[config.mk]
export PLATFORM = sky130hd
export DESIGN_NAME = id_ex_pipe_reg
export DESIGN_NICKNAME = d
export VERILOG_FILES = /design/src/rtl/id_ex_pipe_reg.sv
export SDC_FILE = /design/constraint.sdc
export NUM_CORES = 1
export LEC_CHECK = 0
export ABC_CLOCK_PERIOD_IN_PS = 1200
export CORE_AREA = 2 2 123 125
export CTS_BUF_LIST = sky130_fd_sc_hd__clkbuf_8
export CTS_CLUSTER_SIZE = 16
export DETAILED_ROUTE_END_ITERATION = 6
export DIE_AREA = 0 0 125 127
export GPL_TIMING_DRIVEN = 0
export PLACE_DENSITY = 0.93
export SYNTH_ARGS = -nofsm -noshare
export SYNTH_HDL_FRONTEND = slang
export SYNTH_SLANG_ARGS = --single-unit
[constraint.sdc]
create_clock -name clk -period 1.2 [get_ports clk]
set_clock_uncertainty 0.2 [all_clocks]
set_input_delay 0.24 -clock clk [delete_from_list [all_inputs] [get_ports clk]]
set_output_delay 0.24 -clock clk [all_outputs]
set_load 0.01 [all_outputs]
[src/rtl/id_ex_pipe_reg.sv]
// id_ex_pipe_reg: ID/EX pipeline register with stall, flush, valid tag; optional load-use detect via ID_EX_LOAD_USE_EN
module id_ex_pipe_reg #(
  parameter int DATA_W = 32,
  parameter int REG_W  = 5
) (
  input  logic              clk,
  input  logic              rst_n,
  input  logic              stall,
  input  logic              flush,
  input  logic              id_valid,
  input  logic              id_RegWrite,
  input  logic              id_MemtoReg,
  input  logic              id_MemRead,
  input  logic              id_MemWrite,
  input  logic              id_Branch,
  input  logic              id_ALUSrc,
  input  logic              id_RegDst,
  input  logic [1:0]        id_ALUOp,
  input  logic [DATA_W-1:0] id_pc4,
  input  logic [DATA_W-1:0] id_rdata1,
  input  logic [DATA_W-1:0] id_rdata2,
  input  logic [DATA_W-1:0] id_imm,
  input  logic [REG_W-1:0]  id_rs,
  input  logic [REG_W-1:0]  id_rt,
  input  logic [REG_W-1:0]  id_rd,
  output logic              ex_valid,
  output logic              ex_RegWrite,
  output logic              ex_MemtoReg,
  output logic              ex_MemRead,
  output logic              ex_MemWrite,
  output logic              ex_Branch,
  output logic              ex_ALUSrc,
  output logic              ex_RegDst,
  output logic [1:0]        ex_ALUOp,
  output logic [DATA_W-1:0] ex_pc4,
  output logic [DATA_W-1:0] ex_rdata1,
  output logic [DATA_W-1:0] ex_rdata2,
  output logic [DATA_W-1:0] ex_imm,
  output logic [REG_W-1:0]  ex_rs,
  output logic [REG_W-1:0]  ex_rt,
  output logic [REG_W-1:0]  ex_rd,
  output logic [5:0]        ex_funct,
  output logic              stall_out
);
  localparam int W = 10 + 4 * DATA_W + 3 * REG_W;
  logic [W-1:0] d, q;
  logic bubble;
`ifdef ID_EX_LOAD_USE_EN
  assign stall_out = ex_valid & ex_MemRead & (ex_rt != '0) & id_valid &
                     ((ex_rt == id_rs) | ((ex_rt == id_rt) & ~id_ALUSrc));
`else
  assign stall_out = 1'b0;
`endif
  assign bubble = flush | stall_out;
  // invalid slots keep their data but lose every control bit
  assign d = {id_valid,
              {9{id_valid}} & {id_RegWrite, id_MemtoReg, id_MemRead, id_MemWrite,
                               id_Branch, id_ALUSrc, id_RegDst, id_ALUOp},
              id_pc4, id_rdata1, id_rdata2, id_imm, id_rs, id_rt, id_rd};
  always_ff @(posedge clk or negedge rst_n)
    if (!rst_n) q <= '0;
    else if (bubble) q <= '0;
    else if (!stall) q <= d;
  assign {ex_valid, ex_RegWrite, ex_MemtoReg, ex_MemRead, ex_MemWrite, ex_Branch,
          ex_ALUSrc, ex_RegDst, ex_ALUOp, ex_pc4, ex_rdata1, ex_rdata2, ex_imm,
          ex_rs, ex_rt, ex_rd} = q;
  assign ex_funct = ex_imm[5:0];
endmodule

After elaboration in Yosys (flattened, before gate mapping) --
Cells that the tools add are included.
Operators by class: bitwise gates (word level) 1, equality and inequality tests 1, mux-type cells 2
Operator list (number):
- 153-bit two-way mux | 2
- 9-bit bitwise AND | 1
- 2-bit by 1-bit != test with 1-bit output (second input constant) | 1
Word-level totals: bits in registers 153, logic and storage cells 5, output and inout bits 160

Longest topological paths before layout --
depth after elaboration 3, mapped depth 5, gate-level depth less buffers 2

Worst setup path after synthesis --
No wires, ideal clock.
path kind input port to flip-flop, from input port stall, to register q[15], slack -7 ps, setup time 132 ps, arrival time 875 ps, stages on the path 5, cells stage by stage buf_4 buf_12 buf_8 mux2i_1 nor2_1
On the way: longest elaborated chain between the ends 1
Ends and longest elaborated chain:
- from (decl) | line 8 | input logic stall,
- 2-bit by 1-bit != test with 1-bit output (no line)
- to (signal assigned) | line 61 | if (!rst_n) q <= '0;
- to (signal assigned) | line 62 | else if (bubble) q <= '0;
- to (signal assigned) | line 63 | else if (!stall) q <= d;
- to (decl) | line 46 | logic [W-1:0] d, q;
Every way passes these cells. A chain may end at the register's enable or synchronous reset.

Final worst setup path --
from register q[18], to output port ex_imm[3]
RTL lines:
- to (decl) | line 38 | output logic [DATA_W-1:0] ex_imm,
No word-level cell between the ends.

==> results.yml <==
synthesis:
  ys_seq_area_share_pct: 60.7
  netlist_area_um2: 6300
  ys_warn_count: 0
  postSynthAreaPerCell_um2: 12.7
  ys_seq_elements: 153
  synth.net_count: 655
  ys_types: 16
  synthCells: 498
cells_and_area:
  final_cells: 1122
  fillCellCount: 976
  drive_above_1_share_pct: 35.1
  regMostFlops: "q"
  final_nets: 1082
  insertedDiodeCount: 0
  largest_reg_flops: 153
  final_core_util_pct: 73.3
  area_delta_synth_final_pct: 67.6
  top_regs: "q: 153 flops"
sta:
  setup_ws_ns: -0.375
  grt_setup_unrepaired: "yes"
  fmax_mhz: 635
  relSlewSlack_pct: 53.7
  hold-worst-slack_ns: -0.411
  slew_viol_final: 0
  fin_crit_sh_pct: 131
  finalSetupViolCount: 160
  hold_violations: 72
  tightest_slew_ns: 0.694
  period_minus_slack_ns: 1.58
clock_tree:
  cts_sinks: 153
  clk_path_buf_depth: 2
  cts-root-buf: "clkbuf_8"
  numCtsBuffers: 17
  cts_tree: "done"
  path_clk_slew_ns: 0.09
  clk-insertion-delay-late_ns: 0.44
  htreeDepth: 4
route:
  dr.pass1.iters: 4
  ant_nets: 0
  via_per_inst: 4.86
  finalWirelength_mm: 19.9
  vias: 5453
  drt-initial-drc-count: 264
  wl_per_cell_um: 17.7
  drc: 0
die:
  fp-row-count: 44
  core_um2: 14400
  die_w_um: 125
  io_pins: 317
  die_area_um2: 15900
  die_h_um: 127
  initial_core_util_pct: 43.7
critical_path:
  critPathKind: "reg2out"
  start_kind: "flop"
  worst_setup_path_end_kind: "primary output"
  crit_required_ns: 0.76
  path_max_fanout: 3
  slowest_delay_ns: 0.44
  path_cells: "buf_6 -> buf_6"
  cp.arrival_ns: 1.14
  cp_slowest_cell: "dfrtp_1"
  cp_common_cell: "buf_6"
global_routing:
  grt_pass1_vias: 5783
  grtUsageTotal_pct: 24.4
  antenna_found_initial: 0
  grt_first_pass_wirelength_mm: 30.2
  grt_overflow: 0
  grt_max_degree: 82
place:
  gp_congestion: 0.798
  hpwl_mm: 13.7
  portBuffers: 314
  dp.cells: 997
power_and_ir_drop:
  vdd_drop_max_mv: 0.643
  static-leakage-power_uw: 0.00564
  p_int_uw: 9040
  netSwitchingFraction_pct: 26.2
  clkPwrFrac_pct: 34.5
  power.density_nw_per_um2: 1160
  p_sw_uw: 3200
  p_comb_share_pct: 19.6
  p_seq_share_pct: 45.9
outcome:
  violations: "negative hold slack, negative setup slack"
  outcome: "complete, but fails checks"
worst_hold_path:
  hp-class: "in2async"
job:
  cap_violations: 0
[critical path: cells and delay by family, from the launching register on]
family	cells	cell delay, ns
buf+inv	2	0.25
flops	1	0.44
[cell usage in the layout (no fill, tap or decap)]
cell             count
clkdlybuf4s50_1    153
dfrtp_1            153
mux2i_1            144
nor2_1             143
buf_4               97
buf_2               95
buf_6               75
clkbuf_8            20
buf_8               17
a32o_1               8
clkinvlp_4           5
clkbuf_2             4
clkbuf_4             4
bufinv_16            3
nor2b_1              2
buf_12               2
inv_6                2
clkinv_4             2
inv_1                1
nor2_2               1
nand2_1              1
nand3b_1             1
a21oi_1              1
conb_1               1
clkinv_2             1
dlymetal6s2s_1       1
buf_16               1
[metrics by stage]
step	hold WS, ns	setup TNS (ns)	worst slack [ns]	total power, uW	cell area [um^2]
global placement	0.273	-1098.47	-6.46	7870	9680
detailed placement	0.106	-126.82	-0.738	7950	9710
floorplan	-0.256	0	0.0222	6530	6310
finish	-0.411	-35.06	-0.375	12200	10600
CTS	-0.389	-39.23	-0.378	12100	10100
global route	-0.368	-42.37	-0.406	12700	10600
[layout make-up]
type / count / area, um^2 / area share (%)
clock inverters: 13 / 168 / 1.59
plain buffers: 40 / 487 / 4.61
repair buffers: 410 / 3490 / 33.0
multi-input cells: 302 / 2100 / 19.8
clock buffers: 19 / 262 / 2.47
well taps: 184 / 230 / 2.18
flip-flops and latches: 153 / 3830 / 36.2
inverters: 1 / 3.75 / 0.0355
[final timing paths]
path,depth (start not counted),slack (ns),start,endpoint
max,2,-0.38,q[18]$_DFFE_PN0P_,ex_imm[3]
min,1,-0.41,rst_n,q[47]$_DFFE_PN0P_
max reg2reg,4,-0.03,q[18]$_DFFE_PN0P_,q[18]$_DFFE_PN0P_
min reg2reg,1,0.30,q[145]$_DFFE_PN0P_,q[145]$_DFFE_PN0P_
max in group asynchronous,2,0.38,rst_n,q[13]$_DFFE_PN0P_
min in group clk,4,0.04,stall,q[152]$_DFFE_PN0P_
[cell families after synthesis]
logic type	Yosys count	synth area share, %
DFF	153	60.7
and+or+nand+nor	148	8.95
muxes	144	22.9
buffers and inverters	43	6.05
AOI/OAI and AO/OA	9	1.35
other	1	0.0595
[Yosys cell counts, drive strengths merged]
cell / count / area [um^2]
clkbuf: 11 / 42.5
dfrtp: 153 / 3830
nand2: 1 / 3.75
nor2: 144 / 541
nand3b: 1 / 7.51
nor2b: 2 / 12.5
a21oi: 1 / 5.00
buf: 31 / 335
conb: 1 / 3.75
mux2i: 144 / 1440
inv: 1 / 3.75
a32o: 8 / 80.1
[metal layers]
layer	track usage, %	up-vias	wire length, um
met1	27.5	2657	7430
met4	11.2	0	688
met3	7.41	47	1490
met2	42.6	237	10300
met5	0	-	0
li1	-	2512	-
[repair_timing]
| action | 4_1_cts | 5_1_grt |
|---|---|---|
| hold endpoints to repair | 72 | 72 |
| gates cloned | 2 | 0 |
| gates resized for setup | 730 | 20 |
| buffers inserted | 45 | 48 |
| endpoints found under the setup margin | 299 | 265 |
[power by group through the flow]
stage / combinational (uW) / clock [uW] / sequential, uW
after detailed placement: 2250 / 0 / 5700
after floorplan: 705 / 0 / 5820
after CTS: 2250 / 4270 / 5600
after global placement: 2190 / 0 / 5680
after global routing: 2580 / 4500 / 5640
final: 2400 / 4220 / 5610
(Power assumes the default switching activity.)
